==> src/rtl/i2s_tx_sequencer.sv <==
// I2S transmit sequencer: turns stereo sample pairs into an MSB-first serial
// stream framed by lr_clk, with slot-end, underrun and short-slot flags.
//
// state | meaning
// IDLE  | after reset, waiting for the first lr_clk falling edge
// LEFT  | serialising the left word
// RIGHT | serialising the right word (taken from the holding register)
module i2s_tx_sequencer #(
  parameter int W    = 24,
  parameter int SLOT = 32
) (
  input  logic         clk,
  input  logic         rst,
  input  logic         lr_clk,
  input  logic         s_valid,
  input  logic [W-1:0] s_left,
  input  logic [W-1:0] s_right,
  output logic         s_ready,
  output logic         sum_res,
  output logic         last_shift,
  output logic         chan,
  output logic         underrun,
  output logic         frame_err
);

  localparam int CW = (SLOT > 1) ? $clog2(SLOT) : 1;
  localparam logic [CW-1:0] CNT_MAX = CW'(SLOT - 1);
  localparam logic [CW-1:0] CNT_PRE = CW'(SLOT - 2);

  typedef enum logic [1:0] {IDLE, LEFT, RIGHT} state_t;

  state_t         r_state, w_state_nxt;
  logic           r_lr_q;
  logic           w_fall, w_rise, w_start;
  logic [W-1:0]   w_word;
  logic [W-1:0]   r_shift, r_hold;
  logic [CW-1:0]  r_cnt;
  logic           r_sum, r_last, r_chan, r_underrun, r_frame_err;

  always_comb begin
    w_fall      = (lr_clk != r_lr_q) && !lr_clk;
    w_rise      = (lr_clk != r_lr_q) && lr_clk;
    w_state_nxt = r_state;
    w_start     = 1'b0;
    w_word      = r_hold;
    case (r_state)
      IDLE:  if (w_fall) begin w_state_nxt = LEFT;  w_start = 1'b1; end
      LEFT:  if (w_rise) begin w_state_nxt = RIGHT; w_start = 1'b1; end
      RIGHT: if (w_fall) begin w_state_nxt = LEFT;  w_start = 1'b1; end
      default: w_state_nxt = IDLE;
    endcase
    if (w_fall) w_word = s_valid ? s_left : '0;
  end

  assign s_ready = w_fall && !rst;

  always_ff @(posedge clk) begin
    if (rst) r_state <= IDLE;
    else     r_state <= w_state_nxt;
  end

  always_ff @(posedge clk) begin
    if (rst) begin
      r_lr_q      <= 1'b0;
      r_shift     <= '0;
      r_hold      <= '0;
      r_cnt       <= '0;
      r_sum       <= 1'b0;
      r_last      <= 1'b0;
      r_chan      <= 1'b0;
      r_underrun  <= 1'b0;
      r_frame_err <= 1'b0;
    end else begin
      r_lr_q      <= lr_clk;
      r_underrun  <= w_fall && !s_valid;
      r_frame_err <= w_start && (r_state != IDLE) && (r_cnt != CNT_MAX);
      if (w_fall) r_hold <= s_valid ? s_right : '0;
      if (w_start) begin
        r_shift <= w_word << 1;
        r_sum   <= w_word[W-1];
        r_cnt   <= '0;
        r_chan  <= w_rise;
        r_last  <= 1'b0;
      end else if (r_state == IDLE) begin
        r_sum  <= 1'b0;
        r_last <= 1'b0;
      end else begin
        // Zeros shift in behind the word, which gives the slot padding for free.
        r_shift <= r_shift << 1;
        r_sum   <= r_shift[W-1];
        r_last  <= (r_cnt == CNT_PRE);
        if (r_cnt != CNT_MAX) r_cnt <= r_cnt + 1'b1;
      end
    end
  end

  assign sum_res    = r_sum;
  assign last_shift = r_last;
  assign chan       = r_chan;
  assign underrun   = r_underrun;
  assign frame_err  = r_frame_err;

endmodule

==> config.mk <==
export PLATFORM = sky130hd
export DESIGN_NAME = i2s_tx_sequencer
export DESIGN_NICKNAME = d
export VERILOG_FILES = /design/src/rtl/i2s_tx_sequencer.sv
export SDC_FILE = /design/constraint.sdc
export NUM_CORES = 1
export LEC_CHECK = 0
export BUFFER_PORTS_ARGS = -buffer_cell sky130_fd_sc_hd__buf_2
export CORE_MARGIN = 2
export CORE_UTILIZATION = 60
export CTS_BUF_LIST = sky130_fd_sc_hd__clkbuf_4 sky130_fd_sc_hd__clkbuf_8
export CTS_CLUSTER_DIAMETER = 40
export DETAILED_ROUTE_END_ITERATION = 6
export PLACE_DENSITY = 0.84
export SYNTH_ARGS = -nofsm -noshare
export SYNTH_HDL_FRONTEND = slang
export SYNTH_SLANG_ARGS = --single-unit
==> constraint.sdc <==
create_clock -name clk -period 3.12 [get_ports clk]
set_input_delay 0.468 -clock clk [delete_from_list [all_inputs] [get_ports clk]]
set_output_delay 0.468 -clock clk [all_outputs]
set_load 0.02 [all_outputs]
[After elaboration in Yosys (flattened, before gate mapping)]
Cells that the tools add are included.
Storage, ports and cells
  bits of input ports: 52
  register bits after elaboration: 60
  output and inout port bits: 6
  word-level logic and storage cells: 49
Cells by class
  muxes and demuxes: 13
  eq/ne operators: 8
  add/subtract/negate cells: 1
  bitwise gates (word level): 1
  reductions and logical operators: 16
Operators by type and width (number)
  24-bit 2-to-1 mux: 5
  1-bit logical AND: 6
  5-bit by 1-bit adder with 5-bit output, second input constant: 1
  5-bit equality test, second input constant: 1
  5-bit != test, second input constant: 1
  1-bit 2-to-1 mux: 4
  2-bit 2-to-1 mux: 2
  2-bit != test, second input constant: 2
  2-bit case mux with 2 select lines: 1
  2-bit AND reduction: 2
  2-bit OR reduction: 2
  1-bit logical NOT: 3
  3-bit OR reduction: 1
  2-bit by 1-bit equality test with 1-bit output, second input constant: 1
  2-bit equality test, second input constant: 1
  2-bit logical NOT: 1
  2-bit by 1-bit != test with 1-bit output, second input constant: 1
  1-bit case mux with 2 select lines: 1
  2-bit nonzero test: 1
  1-bit != test: 1
  1-bit inverter: 1

[Depth between registers and ports, before layout]
Gate-level depths: netlist (run 1).
  depth in word-level cells: 6
  depth in mapped cells: 7
  mapped depth without buffers: 7

[Least setup slack after synthesis (run 1)]
OpenSTA, ideal clock, no wires.
  kind: input port to output port
  start: in rst
  end: out s_ready
  buffers on the path: 2
  path slack: 1415 ps
  arrival: 1237 ps
  data required time: 2652 ps
  stages on the path: 3
  cells stage by stage: clkbuf_1 -> clkbuf_1 -> nor2_1
On the way
  cells in the longest elaborated chain, start to end: 2
Ends and longest elaborated chain
  start, declared: RTL line 13  | input logic rst,
  1-bit logical NOT: RTL line 55  | assign s_ready = w_fall && !rst;
  1-bit logical AND: RTL line 55
  end, declared: RTL line 18  | output logic s_ready,
No other way between the ends.

[Worst setup path after layout (run 1)]
  start: reg r_lr_q
  end: out s_ready
On the way
  cells in the longest elaborated chain, start to end: 3
Ends and longest elaborated chain
  start, declared: RTL line 33  | logic r_lr_q;
  start signal, assigned: RTL line 74  | r_lr_q <= lr_clk;
  1-bit != test: RTL line 41  | w_fall = (lr_clk != r_lr_q) && !lr_clk;
  1-bit logical AND: RTL line 41
  1-bit logical AND: RTL line 55
No other way between the ends.

==> results.yml, run 1 <==
sta:
  finalHoldViolCount: 0
  slew_headroom_pct: 52.7
  rsz0062_at_grt: "false"
  max_freq_ghz: 0.497
  tightest_slew_ns: 0.708
  min_period_over_period_pct: 64.5
  fin_skew_ns: 0.00513
  finalSetupViolations: 0
  fin_crit_ns: 2.01
  setup_ws_ns: 1.11
  maxSlewViolCount: 0
  tns_ns: 0
synthesis:
  synth_top_area_share_pct: 46.9
  synth_top_family_by_area: "compound AO/OA/AOI/OAI gates"
  yosys.cell_types.count: 35
  syn_area_mm2: 0.00256
  ys.warnings.count: 0
  ys.flop_type: "dfxtp_1"
  synth_edf_count: 0
  synth-async-reset-ratio_pct: 0
  synth_nets: 340
  ys_ff_latch: 60
  synth_mux_area_share_pct: 0
  synthTopCellsByArea: "dfxtp_1, nand2_1, a21oi_1"
  yosys.area_share.xor_xnor_pct: 1.03
  ys_seq_area_share_pct: 46.9
  synth-simple-area-share_pct: 21.7
  synth_top_area_cell: "dfxtp_1"
  synth_fa_ha_area_share_pct: 1.47
  synth-compound-area-share_pct: 23.8
  netlist_instances: 285
  syn_avg_cell_area_um2: 8.99
floorplanning:
  start_util_pct: 63.1
  coreArea_mm2: 0.00406
  rows: 23
  die_y_um: 69.3
  dieArea_mm2: 0.00481
  pin_count: 58
  die_x_um: 69.3
clock_tree:
  clk_latency_ns: 0.33
  holdBufCountCts: 0
  clock-sinks: 60
  root_buffer: "clkbuf_8"
  cts_max_path_buffers: 2
  cts.clk_slew.worst_paths_ns: 0.06
  cts_setup_buffers: 0
  ctsResizeCount: 0
  numCtsBuffers: 9
  h-tree-depth: 3
  cts_tree: "built"
finish:
  regArea_mm2: 0.00120
  multi_input_area_mm2: 0.00123
  n_antenna_cell: 0
  fillers: 323
  syn_to_final_growth_pct: 16.5
  nNetsFinal: 391
  drive_gt1_share_pct: 31.7
drt:
  wirelength_mm: 5.19
  wl_per_cell_um: 13.3
  drc: 0
  vias: 2133
  postRouteAntennaNets: 0
  drtIter0Drc: 157
  first_pass_iters: 4
  viasPerCell: 5.46
min_path:
  min_path_type: "input port to flop"
  hp-start: "s_valid"
critical_path:
  startpoint: "r_lr_q"
  cp_max_fo: 32
  critPathCaptureType: "primary output"
  slowest_delay_ns: 0.43
  reg2reg_from: "r_lr_q"
  start_kind: "flop"
  crit_chain: "nand2b_2, nor2_1, buf_2"
  crit_type: "flop to primary output"
  cp.arrival_ns: 1.54
  slowest_stage: "dfxtp_1"
  worstPathRequired_ns: 2.65
global_route:
  grt_max_degree: 49
  grt_pass1_wl_mm: 8.56
  track_usage_pct: 22.4
  antenna_found_initial: 0
  grt_pass1_vias: 1938
  gr-total-overflow: 0
place:
  dp_slack_ns: 0.884
  place.gp.congestion: 0.740
  portBuffers: 57
  hpwlAfterDp_mm: 3.32
power:
  vdd_drop_max_uv: 292
  power_density_mw_per_mm2: 506
  leakagePower_nw: 1.16
job:
  max_cap_viol_count: 0
run_status:
  status: "finished clean"
-- registers in the layout, summed over array words and instances (netlist names) --
| name | cells |
|---|---|
| underrun | 1 |
| r_shift | 23 |
| sum_res | 1 |
| r_cnt | 5 |
| r_hold | 24 |
| chan | 1 |
| r_lr_q | 1 |
| r_state | 2 |
| frame_err | 1 |
| last_shift | 1 |
-- path summary, 6_finish.rpt --
check	end	slack, ns	cells after the start
setup / recovery	s_ready	1.11	3
hold / removal	underrun	0.32	2
setup reg to reg	r_shift[22]	1.21	4
hold reg to reg	r_hold[22]	0.46	2
-- worst max-delay path, delay by kind of cell, from the launching register on --
kind / cells / cell delay (ns)
AND/OR/NAND/NOR: 2 / 0.59
buffers and inverters: 1 / 0.18
flip-flops: 1 / 0.43
-- cells by family (layout without fill, tap and decap cells) --
family                   after synthesis  count (layout)
AND/OR/NAND/NOR                      115             115
buffers and inverters                 22              78
adder cells (fa/ha/maj)                3               3
XOR/XNOR                               3               3
AO/OA/AOI/OAI                         82              82
flip-flops                            60              60
-- routing by layer --
| layer | vias to the layer above | global-route usage [%] | wire, µm |
|---|---|---|---|
| met5 | - | 0 | 0 |
| met3 | 6 | 7.27 | 266 |
| met1 | 972 | 27.7 | 2320 |
| met2 | 54 | 34.8 | 2530 |
| li1 | 1101 | - | - |
| met4 | 0 | 11.8 | 76 |
-- synthesized netlist by cell type (2+ instances only) --
library cell,number
a22oi_1,4
inv_1,3
nand2_1,69
nand4_1,2
ha_1,3
nor3_1,4
a21oi_1,41
a31oi_1,2
o21ai_0,2
nor2b_1,19
buf_2,4
clkbuf_1,10
xor2_1,2
nor2_1,10
nor2_2,2
a221o_1,5
a221o_2,17
a21oi_2,6
dfxtp_1,60
o2bb2ai_1,2
buf_6,4
-- area by class of cell --
type	count	area share [%]
Clock buffer	14	5.62
Clock inverter	2	0.335
Inverter	3	0.377
Multi-Input combinational cell	203	41.3
Sequential cell	60	40.3
Tap cell	50	2.10
Timing Repair Buffer	59	10.1
-- power by group --
part	switching, W	total, W	internal [W]
clock network	0.000268	0.000611	0.000343
registers	0.00000783	0.000787	0.000779
logic	0.0000643	0.000112	0.0000481
-- cells in the final DEF (no fill, tap or decap), types with 2 or more instances in the layout --
cell type,synthesis,layout
clkinv_2,0,2
nor2b_1,19,19
nor3_1,4,4
nand2_1,69,69
buf_4,0,2
a22oi_1,4,4
ha_1,3,3
clkbuf_8,0,10
a221o_1,5,5
buf_2,4,57
o21ai_0,2,2
nor2_2,2,2
xor2_1,2,2
inv_1,3,3
a21oi_1,41,41
dfxtp_1,60,60
a221o_2,17,17
nand4_1,2,2
clkbuf_4,0,4
o2bb2ai_1,2,2
a31oi_1,2,2
a21oi_2,6,6
nor2_1,10,10
-- per-stage QoR --
| step | utilization [%] | area [µm²] | total power (W) | hold slack, ns | instances |
|---|---|---|---|---|---|
| 2_1_floorplan | - | 2560 | 0.000877 | 0.433 | 285 |
| 3_3_place_gp | 69.2 | 2810 | 0.000911 | 0.448 | 375 |
| 3_5_place_dp | 69.2 | 2810 | 0.000914 | 0.454 | 375 |
| 4_1_cts | 73.5 | 2980 | 0.00152 | 0.308 | 391 |
| 5_1_grt | 73.5 | 2980 | 0.00158 | 0.304 | 391 |
| 6_report | 73.5 | 2980 | 0.00151 | 0.320 | 391 |
Power figures use the tool's default switching activity.
==> run 2, diff against run 1 <==
--- a/config.mk
+++ b/config.mk
@@ -7,11 +7,11 @@
 export LEC_CHECK = 0
 export BUFFER_PORTS_ARGS = -buffer_cell sky130_fd_sc_hd__buf_2
 export CORE_MARGIN = 2
-export CORE_UTILIZATION = 60
+export CORE_UTILIZATION = 50
 export CTS_BUF_LIST = sky130_fd_sc_hd__clkbuf_4 sky130_fd_sc_hd__clkbuf_8
 export CTS_CLUSTER_DIAMETER = 40
 export DETAILED_ROUTE_END_ITERATION = 6
-export PLACE_DENSITY = 0.84
+export PLACE_DENSITY = 0.75
 export SYNTH_ARGS = -nofsm -noshare
 export SYNTH_HDL_FRONTEND = slang
 export SYNTH_SLANG_ARGS = --single-unit
==> constraint.sdc (replaced) <==
create_clock -name clk -period 1.8 [get_ports clk]
set_input_delay 0.27 -clock clk [delete_from_list [all_inputs] [get_ports clk]]
set_output_delay 0.27 -clock clk [all_outputs]
set_load 0.02 [all_outputs]
==> run 2 against run 1 <==
  * Power up 88%
  * Global-route usage fell by 3.6 points
  * Non-clock buffer count grew 9
  * Worst setup slack got worse by 0.96 ns
  * Hold slack worse by 0.21 ns
  * Final cell count up 7.4%
  * Clock power up 110%
  * Design area up 4.4%
  * Clock skew is essentially flat
  * Via count is 0.14% higher
  * Count of clock-buffer cells in the layout rose by 1
  * Largest cell class unchanged
==> results.yml, run 2 (synthesis results as in run 1) <==
clock_tree:
  numCtsBuffers: 9
  clock-sinks: 60
  clk_latency_ns: 0.34
  cts_tree: "built"
  cts_max_path_buffers: 2
  holdBufCountCts: 0
  root_buffer: "clkbuf_8"
  h-tree-depth: 3
  cts.clk_slew.worst_paths_ns: 0.06
global_route:
  track_usage_pct: 18.9
  antenna_found_initial: 0
  gr-total-overflow: 0
  grt_pass1_vias: 1866
  grt_max_degree: 27
  grt_pass1_wl_mm: 8.11
drt:
  wl_per_cell_um: 12.1
  postRouteAntennaNets: 0
  vias: 2136
  first_pass_iters: 4
  wirelength_mm: 5.10
  drc: 0
  drtIter0Drc: 91
  viasPerCell: 5.09
critical_path:
  crit_chain: "ha_1, and3_1, ha_1, o21ba_4, nand4_1, xor2_1, nor2_1"
  cp-endpoint: "r_cnt[3]"
  startpoint: "r_cnt[0]"
  cpMostUsedCell: "ha_1"
  cp_max_fo: 6
  slowest_delay_ns: 0.35
  reg2reg_from: "r_cnt[0]"
  start_kind: "flop"
  cp_top_family: "adder cells"
  worstPathRequired_ns: 2.02
  cp_num_buf_inv: 0
  cp.depth: 7
  rrSetupSlack_ns: 0.15
  r2r_cells: 7
  critPathCaptureType: "flop"
  cp.arrival_ns: 1.87
  r2r_end: "r_cnt[3]"
  slowest_stage: "dfxtp_1"
  crit_type: "flop to flop"
finish:
  reg_top3: "r_hold x24, r_shift x23, r_cnt x5"
  layout_common_cells: "nand2_1, dfxtp_1, buf_2, a21oi_1, nor2b_1"
  largest_reg_flops: 24
  syn_to_final_growth_pct: 21.7
  final_area_mm2: 0.00312
  top_register: "r_hold"
  utilization_pct: 62.2
  n_antenna_cell: 0
  nNetsFinal: 400
  layout_commonest_cell: "nand2_1"
  drive_gt1_share_pct: 33.4
  fillers: 474
sta:
  slew_headroom_pct: 53.3
  holdWs_ns: 0.107
  rsz0062_at_grt: "false"
  fin_crit_ns: 1.65
  tightest_slew_ns: 0.699
  tns_ns: 0
  finalHoldViolCount: 0
  fin_skew_ns: 0.00497
  min_period_over_period_pct: 91.6
  finalSetupViolations: 0
  maxSlewViolCount: 0
  max_freq_ghz: 0.606
place:
  hpwlAfterDp_mm: 3.52
  place.gp.congestion: 0.712
  placed_area_mm2: 0.00290
  portBuffers: 57
floorplanning:
  coreArea_mm2: 0.00501
  pin_count: 58
  rows: 26
  die_y_um: 75.6
  die_x_um: 75.6
  dieArea_mm2: 0.00571
  start_util_pct: 51.1
power:
  pwr-share-comb_pct: 7.3
  p_clk_share_pct: 44.6
  leakagePower_nw: 1.21
  power_density_mw_per_mm2: 910
  vdd_drop_max_uv: 534
  p_switching_w: 0.000613
  p_int_w: 0.00222
  seqPwrFrac_pct: 48.0
  p_sw_share_pct: 21.6
job:
  max_cap_viol_count: 0
run_status:
  status: "finished clean"
min_path:
  min_path_type: "input port to flop"
run 2: cell types whose count changed in the layout (fill, tap and decap cells not counted), sizes merged:
cell / delta
buf: +9
clkbuf: +1
clkinv: -2
bufinv: +1
run 2: power groups by stage:
stage / registers, W / logic (W) / clock network (W)
after global placement: 0.00139 / 0.000204 / 0
after detailed placement: 0.00139 / 0.000208 / 0
final: 0.00136 / 0.000208 / 0.00126
after CTS: 0.00136 / 0.000209 / 0.00128
after floorplan: 0.00139 / 0.000129 / 0
after global routing: 0.00136 / 0.000233 / 0.00133
run 2: routing by layer:
metal	GRT usage [%]	vias to the layer above	share of wire, %
li1	-	1116	-
met1	23.6	967	48
met2	30.2	41	46
met3	3.97	12	3.3
met4	10.5	0	2.4
met5	0	-	0
run 2: area by class of cell:
class / count / area (µm²) / share of cell area [%]
flip-flops and latches: 60 / 1200 / 38.5
multi-input cells: 203 / 1240 / 39.7
clock buffers: 15 / 181 / 5.82
repair buffers: 68 / 368 / 11.8
well taps: 70 / 87.6 / 2.81
clock inverters: 1 / 30.0 / 0.963
inverters: 3 / 11.3 / 0.361
run 2: worst min-delay path by stage:
stage	to	cells after the start	slack (ns)	start
floorplan	underrun	1	0.35	s_valid
global placement	r_hold[2]	2	0.45	r_hold[2]
detailed placement	r_shift[1]	1	0.45	r_shift[1]
CTS	underrun	2	0.09	s_valid
global route	underrun	2	0.13	s_valid
finish	underrun	2	0.11	s_valid
run 2: timing repair:
action                     CTS  global route
setup endpoints to repair    0             1
resized for setup            0             1
setup buffers                0             0
run 2: stage by stage:
step / power, W / instances / setup WS (ns)
6_report: 0.00283 / 420 / 0.150
5_1_grt: 0.00292 / 420 / 0.0616
4_1_cts: 0.00285 / 420 / 0.0786
3_5_place_dp: 0.00160 / 404 / 0.104
3_3_place_gp: 0.00159 / 404 / 0.174
2_1_floorplan: 0.00152 / 285 / 0.224
run 2: worst reg2reg max path, delay by kind of cell (launching register included):
kind            cells  cell delay (ns)
compound gates      1             0.27
fa+ha+maj           2             0.42
simple gates        3             0.35
flops               1             0.35
xor+xnor            1             0.15
==> run 3, diff against run 2 <==
--- a/config.mk
+++ b/config.mk
@@ -12,6 +12,7 @@
 export CTS_CLUSTER_DIAMETER = 40
 export DETAILED_ROUTE_END_ITERATION = 6
 export PLACE_DENSITY = 0.75
+export RECOVER_POWER = 100
 export SYNTH_ARGS = -nofsm -noshare
 export SYNTH_HDL_FRONTEND = slang
 export SYNTH_SLANG_ARGS = --single-unit
==> constraint.sdc (replaced) <==
create_clock -name clk -period 1.41 [get_ports clk]
set_input_delay 0.2115 -clock clk [delete_from_list [all_inputs] [get_ports clk]]
set_output_delay 0.2115 -clock clk [all_outputs]
set_load 0.02 [all_outputs]
==> run 3 against run 2 <==
  * The flow now finishes with violations (setup timing)
  * Sequential share of layout area shrank 5.4 points
  * Via count grew 11%
  * Power rose by 30%
  * Sequential cell count unchanged
  * Critical endpoint unchanged
==> results.yml, run 3 (synthesis results as in run 1) <==
run_status:
  status: "finished with violations"
  violations: "setup timing"
floorplanning:
  pin_count: 58
  die_x_um: 75.6
  dieArea_mm2: 0.00571
  start_util_pct: 51.1
  die_y_um: 75.6
  coreArea_mm2: 0.00501
  rows: 26
clock_tree:
  cts_tree: "built"
  cts_max_path_buffers: 2
  clock-sinks: 60
  cts.clk_slew.worst_paths_ns: 0.06
  clk_latency_ns: 0.34
  numCtsBuffers: 9
  root_buffer: "clkbuf_8"
  holdBufCountCts: 0
  h-tree-depth: 3
critical_path:
  slowest_stage: "dfxtp_2"
  cp_top_family: "simple AND/OR/NAND/NOR gates"
  cpMostUsedCell: "ha_4"
  cp.arrival_ns: 1.82
  cp_num_buf_inv: 0
  worstPathRequired_ns: 1.63
  critPathCaptureType: "flop"
  crit_chain: "ha_4, and3_4, ha_4, o21ba_4, nand4_1, xor2_1, nor2_1"
  crit_type: "flop to flop"
  start_kind: "flop"
  cp_max_fo: 5
  slowest_delay_ns: 0.34
drt:
  drc: 0
  wl_per_cell_um: 14.7
  vias: 2362
  viasPerCell: 5.27
  drtIter0Drc: 125
  wirelength_mm: 6.59
  postRouteAntennaNets: 0
  first_pass_iters: 4
global_route:
  track_usage_pct: 20.9
  grt_max_degree: 35
  gr-total-overflow: 0
  grt_pass1_vias: 1999
  grt_pass1_wl_mm: 8.98
  antenna_found_initial: 0
finish:
  top_register: "r_hold"
  nNetsFinal: 430
  final_area_mm2: 0.00365
  multi_input_area_mm2: 0.00144
  regArea_mm2: 0.00121
  utilization_pct: 72.8
  fillers: 384
  reg_top3: "r_hold x24, r_shift x23, r_cnt x5"
  largest_reg_flops: 24
  drive_gt1_share_pct: 44.2
  layout_common_cells: "nand2_1, dfxtp_1, buf_2, buf_4, a21oi_1"
  layout_commonest_cell: "nand2_1"
  n_antenna_cell: 0
  syn_to_final_growth_pct: 42.5
place:
  place.gp.congestion: 0.788
  hpwlAfterDp_mm: 3.98
  portBuffers: 57
  placed_area_mm2: 0.00304
  dp_slack_ns: -0.124
sta:
  fin_skew_ns: 0.00631
  max_freq_ghz: 0.625
  maxSlewViolCount: 0
  min_period_over_period_pct: 113
  holdWs_ns: 0.0539
  finalSetupViolations: 27
  fin_crit_ns: 1.60
  tightest_slew_ns: 0.751
  finalHoldViolCount: 0
  slew_headroom_pct: 50.0
  setup_ws_ns: -0.189
  rsz0062_at_grt: "true"
job:
  max_cap_viol_count: 0
min_path:
  min_path_type: "input port to flop"
power:
  power_density_mw_per_mm2: 1010
  vdd_drop_max_uv: 867
  leakagePower_nw: 1.38
run 3: changes by cell type in the layout (fill, tap and decap cells not counted), sizes merged:
cell	change
clkbuf	+7
clkinv	+1
buf	+20
run 3: path summary, 6_finish.rpt:
path | start | endpoint | cells past startpoint | slack (ns)
min reg2reg | r_shift[1] | r_shift[1] | 1 | 0.48
min | s_valid | underrun | 2 | 0.05
max reg2reg | r_cnt[0] | r_cnt[3] | 7 | -0.19
max | r_cnt[0] | r_cnt[3] | 7 | -0.19
run 3: power by group:
part	switching, W	internal (W)
clock	0.000633	0.000910
combinational	0.000197	0.000203
sequential	0.0000174	0.00172
total	0.000848	0.00284
run 3: routing by layer:
metal	up-vias	share of wire, %	GRT usage [%]
li1	1179	-	-
met1	1105	44	27.3
met2	64	49	33.2
met3	14	4.4	5.95
met4	0	1.8	7.60
met5	-	0	0
run 3: what timing repair did:
action                                  4_1_cts  5_1_grt
pin swaps                                     5       10
setup buffers                                 3       16
gates cloned                                  0        2
gates resized for setup                      14       35
hold endpoints to repair                      0        0
endpoints found under the setup margin       30       30
run 3: final cells by class:
cell class	instances	area share, %
Multi-Input combinational cell	203	39.4
Sequential cell	60	33.1
Timing Repair Buffer	98	19.4
Clock buffer	12	4.36
Tap cell	70	2.40
Clock inverter	2	0.960
Inverter	3	0.309
run 3: per-stage QoR:
step | cells | power, W | TNS, ns
5_1_grt | 448 | 0.00381 | -3.64
4_1_cts | 431 | 0.00360 | -1.44
2_1_floorplan | 285 | 0.00194 | -0.0514
3_5_place_dp | 414 | 0.00207 | -2.71
3_3_place_gp | 414 | 0.00207 | -1.79
6_report | 448 | 0.00368 | -2.28
